==> src/rtl/mc_ctrl_pkg.sv <==
// Shared encodings for the multi-cycle MIPS controller: opcodes, functs, states,
// ALU operations, extender selects and PC source selects.
package mc_ctrl_pkg;

  localparam logic [5:0] OP_RTYPE = 6'b000000;
  localparam logic [5:0] OP_J     = 6'b000010;
  localparam logic [5:0] OP_JAL   = 6'b000011;
  localparam logic [5:0] OP_BEQ   = 6'b000100;
  localparam logic [5:0] OP_BNE   = 6'b000101;
  localparam logic [5:0] OP_ADDI  = 6'b001000;
  localparam logic [5:0] OP_SLTI  = 6'b001010;
  localparam logic [5:0] OP_ANDI  = 6'b001100;
  localparam logic [5:0] OP_ORI   = 6'b001101;
  localparam logic [5:0] OP_LUI   = 6'b001111;
  localparam logic [5:0] OP_LW    = 6'b100011;
  localparam logic [5:0] OP_SW    = 6'b101011;

  localparam logic [5:0] FN_SLL = 6'b000000;
  localparam logic [5:0] FN_JR  = 6'b001000;
  localparam logic [5:0] FN_ADD = 6'b100000;
  localparam logic [5:0] FN_SUB = 6'b100010;
  localparam logic [5:0] FN_AND = 6'b100100;
  localparam logic [5:0] FN_OR  = 6'b100101;
  localparam logic [5:0] FN_SLT = 6'b101010;

  localparam logic [2:0] S_IF     = 3'b000;
  localparam logic [2:0] S_ID     = 3'b001;
  localparam logic [2:0] S_EXE_LS = 3'b010;
  localparam logic [2:0] S_MEM    = 3'b011;
  localparam logic [2:0] S_WB_LD  = 3'b100;
  localparam logic [2:0] S_EXE_BR = 3'b101;
  localparam logic [2:0] S_EXE_AL = 3'b110;
  localparam logic [2:0] S_WB_AL  = 3'b111;
  // Value shown on state_o while parked; the state register itself holds S_IF.
  localparam logic [2:0] S_HALT   = 3'b111;

  localparam logic [2:0] ALU_ADD = 3'b000;
  localparam logic [2:0] ALU_SUB = 3'b001;
  localparam logic [2:0] ALU_AND = 3'b010;
  localparam logic [2:0] ALU_OR  = 3'b011;
  localparam logic [2:0] ALU_SLT = 3'b100;
  localparam logic [2:0] ALU_SLL = 3'b101;

  localparam logic [1:0] EXT_UPPER = 2'b00;
  localparam logic [1:0] EXT_SIGN  = 2'b01;
  localparam logic [1:0] EXT_ZERO  = 2'b10;

  localparam logic [1:0] PC_NEXT   = 2'b00;
  localparam logic [1:0] PC_BRANCH = 2'b01;
  localparam logic [1:0] PC_JUMP   = 2'b10;
  localparam logic [1:0] PC_REG    = 2'b11;

  localparam logic [1:0] REGDST_RA = 2'b00;
  localparam logic [1:0] REGDST_RT = 2'b01;
  localparam logic [1:0] REGDST_RD = 2'b10;

  typedef struct packed {
    logic is_rtype;
    logic is_itype_alu;
    logic is_load;
    logic is_store;
    logic is_branch;
    logic is_jump;
    logic is_jal;
    logic is_jr;
    logic is_halt;
  } ctrl_class_t;

endpackage

==> src/rtl/ctrl_decode.sv <==
// Combinational instruction classifier: one-hot class flags, extender select and
// the ALU operation an ALU-class instruction needs.
module ctrl_decode
  import mc_ctrl_pkg::*;
#(
  parameter logic [5:0] HALT_OP = 6'b111111
) (
  input  logic [5:0]  opcode,
  input  logic [5:0]  funct,
  output ctrl_class_t cls,
  output logic [1:0]  ext_sel,
  output logic [2:0]  alu_op
);

  always_comb begin
    cls     = '0;
    ext_sel = EXT_SIGN;
    alu_op  = ALU_ADD;
    case (opcode)
      OP_RTYPE: begin
        case (funct)
          FN_ADD: begin cls.is_rtype = 1'b1; alu_op = ALU_ADD; end
          FN_SUB: begin cls.is_rtype = 1'b1; alu_op = ALU_SUB; end
          FN_AND: begin cls.is_rtype = 1'b1; alu_op = ALU_AND; end
          FN_OR:  begin cls.is_rtype = 1'b1; alu_op = ALU_OR;  end
          FN_SLT: begin cls.is_rtype = 1'b1; alu_op = ALU_SLT; end
          FN_SLL: begin cls.is_rtype = 1'b1; alu_op = ALU_SLL; end
          FN_JR:  cls.is_jr = 1'b1;
          default: ;
        endcase
      end
      OP_ADDI: begin cls.is_itype_alu = 1'b1; alu_op = ALU_ADD; end
      OP_SLTI: begin cls.is_itype_alu = 1'b1; alu_op = ALU_SLT; end
      OP_ANDI: begin cls.is_itype_alu = 1'b1; alu_op = ALU_AND; ext_sel = EXT_ZERO; end
      OP_ORI:  begin cls.is_itype_alu = 1'b1; alu_op = ALU_OR;  ext_sel = EXT_ZERO; end
      // lui relies on rs = $0, so OR with the upper-extended immediate loads it.
      OP_LUI:  begin cls.is_itype_alu = 1'b1; alu_op = ALU_OR;  ext_sel = EXT_UPPER; end
      OP_LW:   cls.is_load = 1'b1;
      OP_SW:   cls.is_store = 1'b1;
      OP_BEQ, OP_BNE: begin cls.is_branch = 1'b1; alu_op = ALU_SUB; end
      OP_J:    cls.is_jump = 1'b1;
      OP_JAL:  cls.is_jal = 1'b1;
      default: cls.is_halt = (opcode == HALT_OP);
    endcase
  end

endmodule

==> src/rtl/mc_control_unit.sv <==
// Multi-cycle MIPS main controller: Moore FSM walking IF/ID/EXE/MEM/WB and
// driving every datapath strobe from the current state and instruction fields.
module mc_control_unit
  import mc_ctrl_pkg::*;
#(
  parameter logic [5:0] HALT_OP = 6'b111111,
  parameter logic [4:0] RA_REG  = 5'd31
) (
  input  logic       clk,
  input  logic       rst_n,
  input  logic [5:0] opcode,
  input  logic [5:0] funct,
  input  logic       zero,
  output logic       PCWre,
  output logic       IRWre,
  output logic       InsMemRW,
  output logic       ExtSel1,
  output logic       ExtSel2,
  output logic       ALUSrcA,
  output logic       ALUSrcB,
  output logic [2:0] ALUOp,
  output logic [1:0] RegDst,
  output logic       RegWre,
  output logic       WrRegDSrc,
  output logic       mRD,
  output logic       mWR,
  output logic       DBDataSrc,
  output logic [1:0] PCSrc,
  output logic [2:0] state_o
);

  // RegDst=00 is hard-wired to the link register inside the register file.
  localparam logic [1:0] REGDST_LINK = (RA_REG == 5'd31) ? REGDST_RA : REGDST_RA;

  logic [2:0]  state_reg, state_next;
  logic        halt_reg, halt_next;
  ctrl_class_t cls;
  logic [1:0]  ext_sel, ext_out;
  logic [2:0]  alu_op;
  logic        is_alu, is_nop, br_taken;

  ctrl_decode #(.HALT_OP(HALT_OP)) u_decode (
    .opcode  (opcode),
    .funct   (funct),
    .cls     (cls),
    .ext_sel (ext_sel),
    .alu_op  (alu_op)
  );

  assign is_alu   = cls.is_rtype | cls.is_itype_alu;
  assign is_nop   = ~|cls;
  assign br_taken = ((opcode == OP_BEQ) & zero) | ((opcode == OP_BNE) & ~zero);
  assign state_o  = halt_reg ? S_HALT : state_reg;
  assign ExtSel1  = ext_out[1];
  assign ExtSel2  = ext_out[0];

  always_ff @(posedge clk or negedge rst_n) begin
    if (!rst_n) begin
      state_reg <= S_IF;
      halt_reg  <= 1'b0;
    end else begin
      state_reg <= state_next;
      halt_reg  <= halt_next;
    end
  end

  always_comb begin
    state_next = state_reg;
    halt_next  = halt_reg;
    if (!halt_reg) begin
      case (state_reg)
        S_IF: state_next = S_ID;
        S_ID: begin
          state_next = S_IF;
          if (cls.is_halt)                   halt_next  = 1'b1;
          else if (is_alu)                   state_next = S_EXE_AL;
          else if (cls.is_load | cls.is_store) state_next = S_EXE_LS;
          else if (cls.is_branch)            state_next = S_EXE_BR;
        end
        S_EXE_LS: state_next = S_MEM;
        S_MEM:    state_next = cls.is_load ? S_WB_LD : S_IF;
        S_EXE_AL: state_next = S_WB_AL;
        default:  state_next = S_IF;
      endcase
    end
  end

  always_comb begin
    PCWre = 1'b0; IRWre = 1'b0; InsMemRW = 1'b0; ext_out = EXT_UPPER;
    ALUSrcA = 1'b0; ALUSrcB = 1'b0; ALUOp = ALU_ADD; RegDst = REGDST_RA;
    RegWre = 1'b0; WrRegDSrc = 1'b0; mRD = 1'b0; mWR = 1'b0;
    DBDataSrc = 1'b0; PCSrc = PC_NEXT;
    if (!halt_reg) begin
      case (state_reg)
        S_IF: begin
          IRWre    = 1'b1;
          InsMemRW = 1'b1;
        end
        S_ID: begin
          ext_out = ext_sel;
          PCWre   = cls.is_jump | cls.is_jal | cls.is_jr | is_nop;
          if (cls.is_jump | cls.is_jal) PCSrc = PC_JUMP;
          if (cls.is_jr)                PCSrc = PC_REG;
          if (cls.is_jal) begin
            RegWre = 1'b1;
            RegDst = REGDST_LINK;
          end
        end
        S_EXE_AL, S_WB_AL: begin
          ext_out = ext_sel;
          ALUSrcB = cls.is_itype_alu;
          ALUSrcA = cls.is_rtype & (funct == FN_SLL);
          ALUOp   = alu_op;
          if (state_reg == S_WB_AL) begin
            PCWre     = 1'b1;
            RegWre    = 1'b1;
            RegDst    = cls.is_rtype ? REGDST_RD : REGDST_RT;
            WrRegDSrc = 1'b1;
          end
        end
        S_EXE_LS, S_MEM, S_WB_LD: begin
          // Address operands stay on the ALU until the access completes.
          ext_out = ext_sel;
          ALUSrcB = 1'b1;
          if (state_reg == S_MEM) begin
            mRD   = cls.is_load;
            mWR   = cls.is_store;
            PCWre = cls.is_store;
          end
          if (state_reg == S_WB_LD) begin
            PCWre     = 1'b1;
            RegWre    = 1'b1;
            RegDst    = REGDST_RT;
            WrRegDSrc = 1'b1;
            DBDataSrc = 1'b1;
          end
        end
        default: begin
          ext_out = ext_sel;
          ALUOp   = ALU_SUB;
          PCWre   = 1'b1;
          PCSrc   = br_taken ? PC_BRANCH : PC_NEXT;
        end
      endcase
    end
  end

endmodule

==> config.mk <==
export PLATFORM = sky130hd
export DESIGN_NAME = mc_control_unit
export DESIGN_NICKNAME = d
export VERILOG_FILES = /design/src/rtl/mc_ctrl_pkg.sv /design/src/rtl/ctrl_decode.sv /design/src/rtl/mc_control_unit.sv
export SDC_FILE = /design/constraint.sdc
export NUM_CORES = 1
export LEC_CHECK = 0
export ABC_AREA = 1
export CAP_MARGIN = 10
export CORE_MARGIN = 2
export CORE_UTILIZATION = 30
export CTS_CLUSTER_DIAMETER = 80
export DETAILED_ROUTE_END_ITERATION = 8
export GPL_TIMING_DRIVEN = 0
export HOLD_SLACK_MARGIN = 0.06
export PLACE_DENSITY_LB_ADDON = 0.12
export SYNTH_ARGS = -nofsm -noshare
export SYNTH_HDL_FRONTEND = slang
export SYNTH_SLANG_ARGS = --single-unit
==> constraint.sdc <==
create_clock -name clk -period 4.4 [get_ports clk]
set_clock_uncertainty 0.05 [all_clocks]
set_input_delay 0.88 -clock clk [delete_from_list [all_inputs] [get_ports clk]]
set_output_delay 0.88 -clock clk [all_outputs]
set_load 0.02 [all_outputs]
=== Word level (Yosys, flattened, before mapping) ===
Cells that the tools add are included.

* Word-level logic and storage cells: 113
* Output and inout bits: 22
* Register bits: 4
* Bits of input ports: 15

* Bitwise operators: 10
* Eq/ne operators: 24
* Reduce and logical (&&, ||, !) cells: 15
* Mux-type cells: 62

{| class="wikitable"
|+ Operator list
! kind !! count
|-
| 6-bit equality test, second input constant || 8
|-
| 3-bit one-hot mux with 5 select lines || 3
|-
| 6-bit by 4-bit equality test with 1-bit output, second input constant || 6
|-
| 1-bit two-way mux || 36
|-
| 3-bit two-way mux || 7
|-
| 2-bit two-way mux || 8
|-
| 6-bit by 2-bit equality test with 1-bit output, second input constant || 2
|-
| 6-bit by 3-bit equality test with 1-bit output, second input constant || 2
|-
| 6-bit logical NOT || 2
|-
| 2-bit one-hot mux with 2 select lines || 3
|-
| 12-bit OR reduction || 1
|-
| 6-bit OR reduction || 2
|-
| 5-bit OR reduction || 2
|-
| 3-bit equality test, second input constant || 3
|-
| 9-bit OR reduction || 1
|-
| 2-bit OR reduction || 4
|-
| 3-bit by 2-bit equality test with 1-bit output, second input constant || 2
|-
| 1-bit bitwise OR || 6
|-
| 3-bit one-hot mux with 2 select lines || 1
|-
| 1-bit one-hot mux with 2 select lines || 2
|-
| 1-bit one-hot mux with 4 select lines || 1
|-
| 1-bit bitwise AND || 3
|-
| 3-bit by 1-bit equality test with 1-bit output, second input constant || 1
|-
| 3-bit logical NOT || 1
|-
| other kinds (4) || 4
|}

=== Depth between registers and ports, before layout ===
Gate-level depths: netlist (run 1).

* Depth after elaboration: 9
* Depth in mapped cells: 11
* Depth with buffers taken out: 11

=== Cells and area by module ===
A second synthesis (run 1) with hierarchy kept.

* Cells, all modules: 173
* Area, all modules: 903.4 um2

{| class="wikitable"
|+ Modules (own cells, without submodules)
! module !! area an instance (um2) !! cells an instance !! seq. area each (um2) !! instances
|-
| mc_control_unit || 590.6 || 105 || 100.1 || 1
|-
| ctrl_decode || 312.8 || 68 || 0.0 || 1
|}

=== Worst setup path before layout (run 1) ===
No wires, ideal clock.

* Path type: input to output
* From: input opcode[3]
* To: output RegDst[1]
* Data required time: 3.470 ns
* Data arrival time: 1.944 ns
* Stages on the path: 5
* Setup slack: 1.526 ns
* Path buffers: 0
* Cell sequence: nor2_1 -> inv_2 -> nor2_8 -> nand2_4 -> nor4_1

* Cells in the longest elaborated chain, start to end: 6

{| class="wikitable"
|+ Ends and longest elaborated chain
! item !! line !! text
|-
| from (decl) || mc_control_unit.sv:11 || <nowiki>input logic [5:0] opcode,</nowiki>
|-
| 6-bit logical NOT || ctrl_decode.sv:19 || <nowiki>case (opcode)</nowiki>
|-
| 1-bit two-way mux || ctrl_decode.sv:19 ||
|-
| 2-bit two-way mux || mc_control_unit.sv:117 || <nowiki>RegDst = cls.is_rtype ? REGDST_RD : REGDST_RT;</nowiki>
|-
| 2-bit two-way mux || mc_control_unit.sv:114 || <nowiki>if (state_reg == S_WB_AL) begin</nowiki>
|-
| 2-bit one-hot mux with 2 select lines || mc_control_unit.sv:94 || <nowiki>case (state_reg)</nowiki>
|-
| 2-bit two-way mux || mc_control_unit.sv:93 || <nowiki>if (!halt_reg) begin</nowiki>
|-
| to (decl) || mc_control_unit.sv:22 || <nowiki>output logic [1:0] RegDst,</nowiki>
|}

No other way between the ends.

=== Worst setup path in the final report (run 1) ===
* From: input opcode[3]
* To: output RegWre

* Cells in the longest elaborated chain, start to end: 5

{| class="wikitable"
|+ Ends and longest elaborated chain
! item !! line !! text
|-
| 6-bit by 2-bit equality test with 1-bit output || ctrl_decode.sv:19 ||
|-
| 1-bit two-way mux || ctrl_decode.sv:19 ||
|-
| 1-bit two-way mux || mc_control_unit.sv:104 || <nowiki>if (cls.is_jal) begin</nowiki>
|-
| 1-bit one-hot mux with 3 select lines || mc_control_unit.sv:94 ||
|-
| 1-bit two-way mux || mc_control_unit.sv:93 ||
|-
| to (decl) || mc_control_unit.sv:23 || <nowiki>output logic RegWre,</nowiki>
|}

No other way between the ends.

==> results of run 1 <==
## worst min-delay path: stages, from the launching register on
cell and delay (ns):
dfrtp_1 0.46, nand2_1 0.09, nand2_1 0.05
## area by class of cell
class / count / area share
sequential: 4 / 0.0801
inverter: 28 / 0.0841
timing repair buffer: 36 / 0.288
tap: 31 / 0.0310
multi-input combinational: 119 / 0.485
clock buffer: 3 / 0.0180
buffer: 3 / 0.0130
## where the power goes
group          internal [uW]  switching, uW  leakage [uW]  total, uW
sequential              37.0              0     0.0000350       37.0
clock                   30.6           16.7     0.0000138       47.3
combinational           17.6           20.8      0.000583       38.4
total                   85.2           37.4      0.000632        123
## placed cells by master (no fill, tap or decap)
cell	netlist	final
o32ai_1	1	1
buf_2	1	1
a21oi_1	6	6
o22ai_1	1	1
nand2_4	3	3
nor2_2	5	5
nor3b_1	1	1
nor2_4	3	3
o31ai_1	1	1
nand3_1	11	11
nor2_1	29	29
clkinv_1	1	1
xor2_1	1	1
clkbuf_4	0	3
dfrtp_1	4	4
nand2_1	36	36
nand4_1	3	3
inv_1	24	24
clkbuf_1	1	1
nor4_1	3	3
o21ai_0	5	5
a31oi_1	1	1
nand3_2	1	1
nor2_8	1	1
buf_4	1	1
clkdlybuf4s50_1	0	36
or3b_1	1	1
inv_2	3	3
nor3_1	5	5
nand3b_1	1	1
## path summary, 6_finish.rpt
check | start | endpoint | slack (ns)
min in group asynchronous | rst_n | halt_reg | 0.80
max in group asynchronous | rst_n | state_reg[1] | 3.32
setup / recovery | opcode[3] | RegWre | 0.53
setup reg to reg | state_reg[1] | state_reg[2] | 3.14
hold reg to reg | state_reg[1] | state_reg[1] | 0.59
hold / removal | state_reg[1] | state_reg[1] | 0.59
## logic make-up (layout without fill, tap and decap cells)
| logic type | Yosys count | in the layout | share of synthesized area |
|---|---|---|---|
| and+or+nand+nor | 103 | 103 | 0.621 |
| AOI/OAI and AO/OA | 15 | 15 | 0.101 |
| buffers and inverters | 31 | 70 | 0.147 |
| xor gates and xnor gates | 1 | 1 | 0.0106 |
| DFF | 4 | 4 | 0.121 |
## through the flow
step	utilization	setup slack [ns]	total power (uW)	hold slack, ns
floorplan	-	1.53	54.8	0.514
global placement	0.457	0.523	75.1	0.584
detailed placement	0.457	0.503	75.7	0.583
CTS	0.465	0.492	124	0.589
global route	0.465	0.396	131	0.616
finish	0.465	0.528	123	0.588
## per-layer routing
layer  up-vias  GRT usage  part of all wire
met5         -          0                 0
met4         0     0.0544            0.0079
met3         3     0.0253             0.067
met2        39      0.266              0.48
met1       461      0.216              0.45
li1        570          -                 -
==> results.cfg, run 1 <==
[clock_network]
cts_tree = done
ctsHoldBuffers = 0
ctsResizeCount = 0
cts_buffer_depth = 2
insertion_delay_ns = 0.24
h-tree-depth = 1
path_clk_slew_ns = 0.04
post_cts_buffers = 0
numCtsBuffers = 3
cts-root-buf = clkbuf_4
clock-sinks = 4

[sta]
worstMarginPinSlew_ns = 0.448
period_needed_ns = 3.87
setup_violations = 0
slew_violations = 0
rsz0062_at_grt = false
fin_crit_sh = 0.880
tns_ns = 0
hold_violations = 0
slew_headroom = 0.699
timing.fmax_mhz = 258

[worst_setup_path]
crit_chain = clkdlybuf4s50_1 > nor2_1 > inv_2 > nor4_1 > nand3_1 > o21ai_0 > clkdlybuf4s50_1
critPathTopFamily = buffers and inverters
critPathKind = input port to output pin
required_ns = 3.47
slowest_stage = clkdlybuf4s50_1
cp-start-kind = input port
worst-path-stages = 7
worst-path-buf-inv = 3
rr_worst_depth = 6
slowest_delay_ns = 0.63
end_kind = output pin
cp.arrival_ns = 2.94
critPathMaxFanout = 4
path_common_cell = clkdlybuf4s50_1

[yosys]
yosys.area.top_type = nand2_1
ys_seq_area_frac = 0.121
synth_cell_types = 28
avgSynthCellArea_um2 = 5.38
synthTopCellsByCount = nand2_1 (36), nor2_1 (29), inv_1 (24), nand3_1 (11), a21oi_1 (6)
synth_ff_type = dfrtp_1
syn_area_um2 = 828
synth-seq-cells = 4
synthTopCellsByArea = nand2_1 (16%), nor2_1 (13%), dfrtp_1 (12%)
async_flop_share = 1.00
synth_top_area_frac = 0.163
synth_edf_count = 0
ys_warn_count = 0
yosysMostFrequentCell = nand2_1
netlist_instances = 154
syn_nets = 169

[global_route]
antenna_found_initial = 0
grtUsageTotal = 0.162
grt_start_max_net_pins = 11
grt_pass1_vias = 1023
grt_overflow = 0
grt_pass1_wl_mm = 4.26

[die]
pin_count = 37
die_h_um = 56.5
dieArea_mm2 = 0.00320
rows = 19
start_util = 0.308
die_x_um = 56.5
core-area_mm2 = 0.00269

[final_layout]
multi_input_area_um2 = 607
diodes = 0
n_fill_cell = 301
layout-drive-gt1-share = 0.109
instances_no_fill = 224
finalInstanceArea_mm2 = 0.00125
area_growth_pct = 50.9
layout.nets = 210
seq_area_um2 = 100
largest_reg_flops = 3

[place]
dpl_cell_area_mm2 = 0.00123
gp_congestion = 0.833
port_buffers = 36
dpl.cell_count = 221
dp_hpwl_mm = 2.02

[power_and_ir_drop]
leakage_uw = 0.000632
irDropWorstVdd_uv = 74.9
powerDensity_mw_per_mm2 = 98.1

[run]
cap_violations = 0

[status]
outcome = completed

[hold_path]
hp-class = register to register
hold_depth = 2

[detailed_routing]
vias = 1073
drt-initial-drc-count = 18
postRouteWirelength_mm = 2.40
dr.pass1.iters = 4
via_per_inst = 4.79
ant_nets = 0
wl_per_cell_um = 10.7
remaining_drc_errors = 0
(Power assumes the default switching activity.)
==> run 2, diff against run 1 <==
Settings changed: MAX_ROUTING_LAYER from default to met4.
==> results.cfg, run 2 (synthesis results as in run 1) <==
[status]
outcome = completed

[final_layout]
layout.nets = 210
finalInstanceArea_mm2 = 0.00125
layout-drive-gt1-share = 0.109
final_cell_mix = nand2_1 (36), clkdlybuf4s50_1 (36), nor2_1 (29)
diodes = 0
largest_reg_flops = 3
area_growth_pct = 50.9

[detailed_routing]
ant_nets = 0
postRouteWirelength_mm = 2.40
wl_met1_mm = 1.08
dr.pass1.iters = 4
met2_length_mm = 1.14
topRoutingLayerUsed = met4
wl_met3_um = 158
via_per_inst = 4.79
remaining_drc_errors = 0
vias = 1074
drt-initial-drc-count = 19
wl_per_cell_um = 10.7

[worst_setup_path]
slowest_delay_ns = 0.63
end_kind = output pin
path_common_cell = clkdlybuf4s50_1
worstSetupStartpoint = opcode[3]
slowest_stage = clkdlybuf4s50_1
crit_end = RegWre
cp.arrival_ns = 2.94
crit_chain = clkdlybuf4s50_1 > nor2_1 > inv_2 > nor4_1 > nand3_1 > o21ai_0 > clkdlybuf4s50_1
critPathKind = input port to output pin
r2r-end = state_reg[2]
critPathMaxFanout = 4
reg2reg_slack_ns = 3.14
r2r-start = state_reg[1]
rr_worst_depth = 6
cp-start-kind = input port
required_ns = 3.47

[global_route]
grt_pass1_wl_mm = 4.26
grt_overflow = 0
grt_start_max_net_pins = 11
grt_pass1_vias = 1024
antenna_found_initial = 0
grtUsageTotal = 0.167

[sta]
finalHoldWorstSlack_ns = 0.588
slew_headroom = 0.699
period_needed_ns = 3.87
rsz0062_at_grt = false
setup_violations = 0
hold_violations = 0
worstMarginPinSlew_ns = 0.448
tns_ns = 0
slew_violations = 0
fin_crit_sh = 0.880
timing.fmax_mhz = 258

[clock_network]
clock-sinks = 4
cts_tree = done
post_cts_buffers = 0
numCtsBuffers = 3
insertion_delay_ns = 0.24
ctsHoldBuffers = 0
cts-root-buf = clkbuf_4
path_clk_slew_ns = 0.04
ctsResizeCount = 0
cts_buffer_depth = 2
h-tree-depth = 1

[power_and_ir_drop]
leakage_uw = 0.000632
irDropWorstVdd_uv = 74.9
powerDensity_mw_per_mm2 = 98.1

[place]
dp_hpwl_mm = 2.02
dpl_cell_area_mm2 = 0.00123
port_buffers = 36
gp_congestion = 0.846

[die]
dieArea_mm2 = 0.00320
start_util = 0.308
rows = 19
core-area_mm2 = 0.00269
pin_count = 37
die_x_um = 56.5
die_h_um = 56.5

[hold_path]
hp-class = register to register

[run]
cap_violations = 0
[run 2: cell counts in the layout (fill, tap and decap cells not counted)]
No cell type changed its count.
[run 2: stage by stage]
stage          setup slack (ns)  instances   util  total power, uW
3_5_place_dp              0.503        221  0.457             75.7
4_1_cts                   0.492        224  0.465              124
3_3_place_gp              0.523        221  0.457             75.1
5_1_grt                   0.396        224  0.465              131
6_report                  0.528        224  0.465              123
2_1_floorplan              1.53        154      -             54.8
[run 2: worst min-delay path by stage]
| stage | startpoint | to | slack [ns] | cells past startpoint |
|---|---|---|---|---|
| 2_1_floorplan | state_reg[1] | state_reg[1] | 0.51 | 2 |
| 6_report | state_reg[1] | state_reg[1] | 0.59 | 2 |
| 5_1_grt | state_reg[1] | state_reg[1] | 0.62 | 2 |
| 3_3_place_gp | state_reg[1] | state_reg[1] | 0.58 | 2 |
| 4_1_cts | state_reg[1] | state_reg[1] | 0.59 | 2 |
| 3_5_place_dp | state_reg[1] | state_reg[1] | 0.58 | 2 |
[run 2: per-layer routing]
metal,up-vias,track usage
li1,570,-
met1,460,0.217
met2,41,0.266
met3,3,0.0230
met4,0,0.0544
met5,-,-
[run 2: final cells by class]
cell class | count | area, um^2
inverter | 28 | 105
fill | 301 | 1440
buffer | 3 | 16.3
sequential | 4 | 100
timing repair buffer | 36 | 360
multi-input combinational | 119 | 607
clock buffer | 3 | 22.5
tap | 31 | 38.8
[run 2: critical path, delay by kind of cell]
kind / cells / cell delay [ns]
buffers and inverters: 3 / 1.17
and+or+nand+nor: 3 / 0.68
AOI/OAI and AO/OA: 1 / 0.20
[run 2: power by group]
group	leakage (uW)	switching, uW	internal [uW]
logic	0.000583	20.8	17.6
registers	0.0000350	0	37.0
clock network	0.0000138	16.7	30.6
total	0.000632	37.4	85.2
